`config.mk`:
```
export PLATFORM = sky130hd
export DESIGN_NAME = mem_stage_lsu
export DESIGN_NICKNAME = d
export VERILOG_FILES = /design/src/rtl/mem_stage_lsu.sv
export SDC_FILE = /design/constraint.sdc
export NUM_CORES = 1
export LEC_CHECK = 0
export ABC_AREA = 1
export ABC_CLOCK_PERIOD_IN_PS = 1850
export CORE_AREA = 10 10 169 108
export CTS_CLUSTER_DIAMETER = 150
export DETAILED_ROUTE_END_ITERATION = 16
export DIE_AREA = 0 0 179 118
export HOLD_SLACK_MARGIN = 0.02
export MAX_ROUTING_LAYER = met4
export PLACE_DENSITY_LB_ADDON = 0.2
export SLEW_MARGIN = 5
export SYNTH_ARGS = -nofsm -noshare
export SYNTH_HDL_FRONTEND = slang
export SYNTH_SLANG_ARGS = --single-unit
```
`constraint.sdc`:
```
create_clock -name clk -period 1.85 [get_ports clk]
set_input_delay 0.37 -clock clk [delete_from_list [all_inputs] [get_ports clk]]
set_output_delay 0.37 -clock clk [all_outputs]
set_load 0.01 [all_outputs]
```
`src/rtl/mem_stage_lsu.sv`:
```
// Memory-stage load/store unit: consumes EX/MEM, runs one req/ack data-memory
// access at a time with byte/half/word formatting, and produces the MEM/WB register.
module mem_stage_lsu #(
   parameter int XLEN = 32
) (
   input  logic            clk,
   input  logic            rst,
   input  logic [2:0]      func3m,
   input  logic [1:0]      result_sgnm,
   input  logic            regwr_sgnm,
   input  logic            memwr_sgnm,
   input  logic [4:0]      wr_addrm,
   input  logic [XLEN-1:0] alu_resultm,
   input  logic [XLEN-1:0] rd_final2m,
   input  logic [XLEN-1:0] pc_4m,
   input  logic [XLEN-1:0] aui_lui_resultm,
   output logic            dmem_req,
   output logic            dmem_we,
   output logic [XLEN-1:0] dmem_addr,
   output logic [XLEN-1:0] dmem_wdata,
   output logic [3:0]      dmem_wstrb,
   input  logic [XLEN-1:0] dmem_rdata,
   input  logic            dmem_ack,
   output logic            stall_m,
   output logic            regwr_sgnw,
   output logic [4:0]      wr_addrw,
   output logic [XLEN-1:0] resultw,
   output logic            misalign_err
);

   // state | meaning
   // IDLE  | evaluate the EX/MEM instruction; non-memory ops retire in one cycle
   // BUSY  | data-memory access outstanding, dmem_* held until dmem_ack
   typedef enum logic {IDLE, BUSY} state_t;
   state_t state;

   logic            is_load, is_store, mem_op, misalign, illegal, bad_access;
   logic [1:0]      lane;
   logic [XLEN-1:0] wb_sel_result, store_wdata, load_data;
   logic [3:0]      store_wstrb;
   logic [7:0]      ld_byte;
   logic [15:0]     ld_half;

   logic            ld_q, regwr_q;
   logic [2:0]      ld_func3_q;
   logic [1:0]      ld_lane_q;
   logic [4:0]      wr_addr_q;

   assign lane     = alu_resultm[1:0];
   assign is_store = memwr_sgnm;
   assign is_load  = !memwr_sgnm && (result_sgnm == 2'b01);
   assign mem_op   = memwr_sgnm | (result_sgnm == 2'b01);

   always_comb begin
      illegal  = 1'b0;
      misalign = 1'b0;
      if (is_store)
         illegal = func3m[2] || (func3m[1:0] == 2'b11);
      else
         illegal = (func3m == 3'b011) || (func3m == 3'b110) || (func3m == 3'b111);
      case (func3m[1:0])
         2'b01:   misalign = lane[0];
         2'b10:   misalign = (lane != 2'b00);
         default: misalign = 1'b0;
      endcase
   end

   assign bad_access = misalign | illegal;

   always_comb begin
      store_wdata = rd_final2m;
      store_wstrb = 4'b1111;
      case (func3m[1:0])
         2'b00: begin
            store_wdata = {4{rd_final2m[7:0]}};
            store_wstrb = 4'b0001 << lane;
         end
         2'b01: begin
            store_wdata = {2{rd_final2m[15:0]}};
            store_wstrb = 4'b0011 << lane;
         end
         default: begin
            store_wdata = rd_final2m;
            store_wstrb = 4'b1111;
         end
      endcase
   end

   always_comb begin
      wb_sel_result = alu_resultm;
      case (result_sgnm)
         2'b10:   wb_sel_result = pc_4m;
         2'b11:   wb_sel_result = aui_lui_resultm;
         default: wb_sel_result = alu_resultm;
      endcase
   end

   // Lane and func3 come from the values captured at request time.
   always_comb begin
      ld_byte   = dmem_rdata[{ld_lane_q, 3'b000} +: 8];
      ld_half   = ld_lane_q[1] ? dmem_rdata[31:16] : dmem_rdata[15:0];
      load_data = dmem_rdata;
      case (ld_func3_q)
         3'b000:  load_data = {{(XLEN-8){ld_byte[7]}}, ld_byte};
         3'b001:  load_data = {{(XLEN-16){ld_half[15]}}, ld_half};
         3'b100:  load_data = {{(XLEN-8){1'b0}}, ld_byte};
         3'b101:  load_data = {{(XLEN-16){1'b0}}, ld_half};
         default: load_data = dmem_rdata;
      endcase
   end

   assign stall_m = (state == IDLE) ? (mem_op && !bad_access) : !dmem_ack;

   always_ff @(posedge clk) begin
      if (rst) begin
         state        <= IDLE;
         dmem_req     <= 1'b0;
         dmem_we      <= 1'b0;
         dmem_addr    <= '0;
         dmem_wdata   <= '0;
         dmem_wstrb   <= 4'b0000;
         regwr_sgnw   <= 1'b0;
         wr_addrw     <= 5'd0;
         resultw      <= '0;
         misalign_err <= 1'b0;
         ld_q         <= 1'b0;
         regwr_q      <= 1'b0;
         ld_func3_q   <= 3'b000;
         ld_lane_q    <= 2'b00;
         wr_addr_q    <= 5'd0;
      end else begin
         misalign_err <= 1'b0;
         if (state == IDLE) begin
            if (mem_op && bad_access) begin
               misalign_err <= 1'b1;
               regwr_sgnw   <= 1'b0;
            end else if (mem_op) begin
               state      <= BUSY;
               dmem_req   <= 1'b1;
               dmem_we    <= is_store;
               dmem_addr  <= {alu_resultm[XLEN-1:2], 2'b00};
               dmem_wdata <= is_store ? store_wdata : '0;
               dmem_wstrb <= is_store ? store_wstrb : 4'b0000;
               ld_q       <= is_load;
               ld_func3_q <= func3m;
               ld_lane_q  <= lane;
               regwr_q    <= regwr_sgnm;
               wr_addr_q  <= wr_addrm;
               regwr_sgnw <= 1'b0;
            end else begin
               regwr_sgnw <= regwr_sgnm;
               wr_addrw   <= wr_addrm;
               resultw    <= wb_sel_result;
            end
         end else if (dmem_ack) begin
            // EX/MEM is still held on the ack cycle, so the non-load mux is live.
            state      <= IDLE;
            dmem_req   <= 1'b0;
            dmem_we    <= 1'b0;
            dmem_wstrb <= 4'b0000;
            regwr_sgnw <= regwr_q;
            wr_addrw   <= wr_addr_q;
            resultw    <= ld_q ? load_data : wb_sel_result;
         end
      end
   end

endmodule

```
==> results of run 1 <==
## state kept, by name, summed over array words and instances, names as in the netlist
register / cells
dmem_wdata: 32
dmem_wstrb: 4
dmem_addr: 30
ld_lane_q: 2
regwr_sgnw: 1
state: 1
wr_addrw: 5
wr_addr_q: 5
resultw: 32
misalign_err: 1
ld_q: 1
ld_func3_q: 3
dmem_req: 1
dmem_we: 1
regwr_q: 1
## Yosys cell counts (2+ instances only)
library cell | n | area [sq um]
nor2_1 | 105 | 394
nand3_1 | 48 | 240
o211ai_1 | 8 | 60.1
o2111ai_1 | 4 | 35.0
nand4_1 | 16 | 100
nor3_1 | 3 | 15.0
clkbuf_1 | 25 | 93.8
nand2_8 | 2 | 40.0
o21a_1 | 8 | 60.1
dfxtp_1 | 120 | 2400
a21oi_1 | 127 | 636
o21ai_2 | 3 | 26.3
nor2_8 | 2 | 40.0
inv_2 | 10 | 37.5
buf_6 | 12 | 135
a31oi_1 | 7 | 43.8
o21ai_0 | 102 | 510
nand2_2 | 6 | 37.5
buf_2 | 27 | 135
or2_2 | 20 | 125
ha_1 | 4 | 50.1
inv_1 | 28 | 105
nand2_1 | 259 | 972
nor2_2 | 3 | 18.8
buf_4 | 5 | 37.5
## power by group through the flow
| stage | Sequential, mW | Combinational, mW | Clock [mW] |
|---|---|---|---|
| 3_3_place_gp | 2.99 | 2.22 | 0 |
| 4_1_cts | 2.95 | 2.25 | 3.22 |
| 6_report | 2.95 | 2.27 | 3.18 |
| 5_1_grt | 2.98 | 2.46 | 3.34 |
| 2_1_floorplan | 3.08 | 0.954 | 0 |
| 3_5_place_dp | 3.00 | 2.23 | 0 |
## through the flow
stage | instance area (sq um) | std cells
2_1_floorplan | 6410 | 963
3_3_place_gp | 9550 | 1429
3_5_place_dp | 9550 | 1429
4_1_cts | 10100 | 1462
5_1_grt | 10200 | 1464
6_report | 10200 | 1464
## cells in the final DEF, fill, tap and decap left out, types with 8 or more instances in the layout
cell	n
o21a_1	8
clkdlybuf4s50_1	275
dfxtp_1	120
clkbuf_16	17
a21oi_1	127
or2_2	20
nand2_1	256
inv_1	24
nor2_1	104
nand4_1	16
nand2_2	8
inv_2	14
o21ai_0	102
nand3_1	47
buf_4	46
o211ai_1	8
## per-layer routing
layer	vias to the layer above	wire length, um	share of wire [%]
met5	-	0	0
met4	0	303	1.1
met2	334	11900	44
met3	18	2790	10
li1	3754	-	-
met1	3468	12200	45
## area by class of cell
class / instances / area (sq um)
Timing Repair Buffer: 336 / 3310
Fill cell: 1377 / 4940
Inverter: 40 / 158
Tap cell: 203 / 254
Clock inverter: 14 / 125
Sequential cell: 120 / 2400
Multi-Input combinational cell: 733 / 3480
Clock buffer: 18 / 439
## worst max-delay path by stage
| stage | endpoint | start | cells past startpoint | slack, ps |
|---|---|---|---|---|
| 6_report | stall_m | func3m[2] | 9 | 30 |
| 3_3_place_gp | stall_m | func3m[0] | 11 | -770 |
| 5_1_grt | stall_m | func3m[2] | 9 | -6 |
| 4_1_cts | stall_m | func3m[0] | 11 | -150 |
| 3_5_place_dp | stall_m | func3m[0] | 11 | -760 |
| 2_1_floorplan | stall_m | func3m[0] | 10 | 100 |
## cell families (layout without fill, tap and decap cells)
family / after synthesis / in the layout / synth area share [%]
AND/OR/NAND/NOR: 465 / 465 / 31.0
adder cells (fa/ha/maj): 4 / 4 / 0.781
AO/OA/AOI/OAI: 262 / 262 / 21.9
flip-flops: 120 / 120 / 37.5
buffers and inverters: 110 / 408 / 8.78
other: 1 / 2 / 0.0585
## worst reg2reg max path, delay by kind of cell, from the launching register on
family          cells  cell delay [ps]
buf+inv             4              540
flops               1              340
compound gates      2              230
simple gates        2              360
## what timing repair did
| item | 4_1_cts | 5_1_grt |
|---|---|---|
| buffers inserted | 1 | 2 |
| endpoints found under the setup margin | 80 | 68 |
| gates resized for setup | 10 | 17 |
| pin swaps | 2 | 5 |
==> summary.txt, run 1 <==
Status - finished, final reports clean
Flop pwr share - 35.1%
Pwr/cell area - 826 mW/mm^2
Vias in the first global route - 7103
DRT Pass-1 Iters - 5
H-Tree Depth - 4
Synth Warn # - 0
Max Freq - 0.550 GHz
Max incr delay on CP - 420 ps
Detailed-placement wirelength estimate - 20.6 mm
CTS tree - built
Synth cell types - 33
Met3 Track Usage GR - 8.07%
Internal - 5.83 mW
Setup TNS - 0 ps
Maximum VDD drop - 630 uV
Net Sw Frac - 30.6%
Critical path peak fanout - 2
Worst setup EP type - primary output
CTS buffer count - 17
Core ar. - 0.0151 sq mm
Hold bufs inserted after CTS - 0
Hold Vio Cnt, Final - 0
M1 GR Usage - 33.0%
Combinational power share - 27.0%
Post-Place Worst Slack - -764 ps
Fin crit period - 1820 ps
Final period util - 98.3%
Crit-path slowest cell - clkdlybuf4s50_1
# diodes - 0
Layer with the highest usage - met2
Core Util, Final - 67.3%
DR WL/cell - 18.6 um
Fin worst setup slack - 30.5 ps
Num Clock Sinks - 120
Die area - 0.0211 sq mm
Top Family by Delay on Critical Path - buffers and inverters
Critical path type - primary input to primary output
Most Frequent Cell on Critical Path - nor2_1
GRT met2 Usage - 36.0%
Dominant synthesized flop cell - dfxtp_1
First-pass GRT wire length - 40.8 mm
Tot Pwr - 8.40 mW
Initial antenna violation count - 0
Ports - 285
Pleak - 4.19 nW
Fraction of registers with async set/reset - 0%
Flop-to-flop setup slack - 270 ps
Setup violators final - 0
R2R Path Start - state$_SDFF_PP0_
Remaining DRCs - 0
Hold Path Stages - 4
Hold Crit Class - primary input to flip-flop
Global placement routability congestion - 0.936
Synth Instances - 962
Rows - 35
Clock Power Share - 37.9%
Worst slew pin tran - 564 ps
Critical-path cell list - clkdlybuf4s50_1 > inv_2 > nor2_1 > nor2_1 > nand2_2 > nor2_8 > inv_4 > nand2_4 > buf_6
Worst hold margin - 376 ps
CP required - 1480 ps
Largest net degree at the start of global routing - 72
Net Sw Power - 2.57 mW
Slew headroom - 62.4%
EDFF count, synth - 0
Post-synthesis sequential area ratio - 37.5%
# port buffers - 282
Post-Route Skew - 15.2 ps
Initial Utilization - 42.4%
CP Launch Type - primary input
Remaining Overflow, GRT - 0
Max_cap viols - 0
Total Routed Length - 27.2 mm
Number of DRC markers in iteration 0 - 714
Die width - 179 um
Layout cells sized above 1 - 12.0%
Detailed-route vias per instance - 5.17
Buf/Inv on CP - 4
Clock Tree Buf Depth - 2
DR vias - 7574
Worst-Skew Late Latency - 400 ps
HP Start - func3m[0]
Syn avg cell area - 6.66 sq um
Final Net Count - 1427
Worst Reg-to-Reg Cells - 8
Critical Path AT - 1450 ps
Root Buffer - clkbuf_16
Endpoint, Worst Hold - ld_func3_q[0]$_SDFFE_PP0P_
#FFs+latches synth - 120
Worst R2R End - resultw[19]$_SDFFE_PP0P_
Final max-slew violation count - 0
GRT Util Overall - 24.9%
Synthesis-to-finish area growth - 58.7%
Antenna viol nets, final - 0
Die Y - 118 um
Synth Cell Area - 0.00641 sq mm
Worst-path clk slew - 60 ps
Note: power is estimated with default switching activity, not from simulation.
==> run 2: changes to the inputs <==
PLACE_DENSITY = 0.86   (was unset)
PLACE_DENSITY_LB_ADDON = unset   (was 0.2)
==> run 2 against run 1 <==
Critical path depth down 5. Clock skew decreased by 4.9 ps. Critical endpoint unchanged. Hold slack worse by 34 ps. Largest power group unchanged. Count of clock-buffer cells in the layout grew 2.
==> summary.txt, run 2 (same netlist as run 1, synthesis figures left out) <==
Status - finished, final reports clean
Critical-path cell list - inv_2 > or2_1 > nand2_4 > buf_6
Layout cells sized above 1 - 11.9% (-0.11 points)
Final Net Count - 1431 (+0.28%)
Detailed-route vias per instance - 5.25 (+1.4%)
DRT Pass-1 Iters - 7 (+2)
Layer with the highest usage - met2
Max incr delay on CP - 390 ps (-30 ps)
# port buffers - 282 (unchanged)
Post-Route Skew - 10.3 ps (-4.90 ps)
Hold Vio Cnt, Final - 0 (unchanged)
CP Launch Type - flip-flop
Flop-to-flop setup slack - 120 ps (-150 ps)
Remaining DRCs - 0 (unchanged)
Final period util - 96.7% (-1.6 points)
CTS buffer count - 17 (unchanged)
Root Buffer - clkbuf_16
Max Freq - 0.559 GHz (+1.7%)
Setup violators final - 0 (unchanged)
HP Start - func3m[2]
Vias in the first global route - 7532 (+6.0%)
Critical path peak fanout - 7 (+5)
First-pass GRT wire length - 42.8 mm (+4.9%)
DR WL/cell - 19.1 um (+2.9%)
Crit-path slowest cell - dfxtp_1
Crit path depth - 4 (-5)
DR vias - 7735 (+2.1%)
Top Family by Delay on Critical Path - flip-flops
Setup crit start - state$_SDFF_PP0_
Tot Pwr - 8.84 mW (+5.2%)
Pwr/cell area - 854 mW/mm^2 (+3.5%)
Slew headroom - 63.7% (+1.3 points)
Num Clock Sinks - 120 (unchanged)
Critical Path AT - 1420 ps (-30 ps)
Synthesis-to-finish area growth - 61.4%
CTS tree - built
DP Area - 0.00964 sq mm (+0.89%)
Antenna viol nets, final - 0 (unchanged)
Hold Crit Class - primary input to flip-flop
CP required - 1480 ps (about the same)
Worst Reg-to-Reg Cells - 8 (unchanged)
Remaining Overflow, GRT - 0 (unchanged)
Commonest non-fill, non-tap cell in the layout - clkdlybuf4s50_1
Initial antenna violation count - 7 (+7)
Met3 Track Usage GR - 9.55% (+1.5 points)
Ports - 285 (unchanged)
RSZ-0062 raised after global routing - no
Core ar. - 0.0151 sq mm (unchanged)
R2R Path Start - state$_SDFF_PP0_
Fill cells - 1257 (-8.7%)
H-Tree Depth - 4 (unchanged)
Worst R2R End - wr_addrw[3]$_SDFFE_PP0P_
Largest net degree at the start of global routing - 71 (-1.4%)
Maximum VDD drop - 751 uV (+19%)
Fin crit period - 1790 ps (-30.1 ps)
Worst-path clk slew - 60 ps (about the same)
Top flop regs - dmem_wdata (32), resultw (32), dmem_addr (30)
Buf/Inv on CP - 2 (-2)
Die width - 179 um (unchanged)
GRT Util Overall - 26.2% (+1.2 points)
Design area - 0.0103 sq mm (+1.7%)
Die area - 0.0211 sq mm (unchanged)
Rows - 35 (unchanged)
GRT met2 Usage - 37.9% (+1.8 points)
Worst-Skew Late Latency - 410 ps (about the same)
Crit path capture - stall_m
Worst setup EP type - primary output
Initial Utilization - 42.4% (unchanged)
Max_cap viols - 0 (unchanged)
Worst slew pin tran - 545 ps (-19.6 ps)
Pleak - 4.27 nW (+2.0%)
Detailed-placement wirelength estimate - 21.6 mm (+4.9%)
Global placement routability congestion - 0.921 (-1.5%)
Most frequent cells in the layout - clkdlybuf4s50_1 (272), nand2_1 (257), a21oi_1 (127)
M1 GR Usage - 33.9% (+0.81 points)
Critical path type - flip-flop to primary output
Die Y - 118 um (unchanged)
Clock Tree Buf Depth - 2 (unchanged)
Number of DRC markers in iteration 0 - 694 (-2.8%)
Total Routed Length - 28.1 mm (+3.6%)
Final max-slew violation count - 0 (unchanged)
Hold bufs inserted after CTS - 0 (unchanged)
==> run 2: cell count changes in the layout (fill, tap and decap cells not counted), sizes merged <==
cell,before,now
diode,0,7
inv,42,41
bufinv,1,4
buf,56,61
clkdlybuf4s50,275,272
dlymetal6s2s,2,3
clkbuf,20,21
dlygate4sd2,1,3
clkinv,8,3
==> run 2: final cells by class <==
class | count | area [sq um] | share of cell area (%)
timing repair buffer | 340 | 3400 | 32.8
multi-input combinational | 733 | 3490 | 33.7
antenna | 7 | 17.5 | 0.169
sequential | 120 | 2400 | 23.2
inverter | 40 | 158 | 1.52
clock inverter | 11 | 170 | 1.64
clock buffer | 20 | 457 | 4.41
tap | 203 | 254 | 2.46
==> run 2: per-stage QoR <==
step           hold slack (ps)  util, %  instances  setup TNS [ps]  setup WS, ps
5_1_grt                    354     68.5       1474               0          3.54
3_5_place_dp               452     63.8       1433          -62030          -829
6_report                   342     68.5       1474               0          60.7
4_1_cts                    345     68.1       1466               0          2.88
3_3_place_gp               447     63.8       1433          -51640          -742
2_1_floorplan              447        -        963               0          95.6
==> run 2: how the worst min path moves through the flow <==
stage                                      end  slack [ps]  cells past startpoint
floorplan             wr_addrw[0]$_SDFFE_PP0P_         450                      2
detailed placement  dmem_wdata[2]$_SDFFE_PP0P_         450                      2
finish              ld_func3_q[2]$_SDFFE_PP0P_         340                      4
CTS                 ld_func3_q[0]$_SDFFE_PP0P_         340                      4
global placement    dmem_wdata[4]$_SDFFE_PP0P_         450                      2
global route        ld_func3_q[2]$_SDFFE_PP0P_         350                      4
==> run 2: report_power, final <==
group | internal (mW) | total, mW | switching (mW)
registers | 2.83 | 2.96 | 0.130
logic | 1.15 | 2.32 | 1.18
clock network | 2.32 | 3.56 | 1.24
total | 6.29 | 8.84 | 2.54
==> run 2: worst reg2reg max path, cell delays in order (launching register included) <==
cell and delay, ps:
dfxtp_1 390, inv_2 130, or2_1 290, buf_4 200, nand2_8 90, inv_6 80, buf_12 160, o21ai_0 210
a31oi_1 70
==> run 2: what timing repair did <==
action	4_1_cts	5_1_grt
pin swaps	4	5
buffers inserted	2	1
setup endpoints to repair	82	33
gates resized for setup	26	8
==> run 2: layer usage <==
layer,up-vias,share of wire [%]
li1,3770,-
met1,3558,44
met2,373,44
met3,34,11
met4,0,1.6
met5,-,0
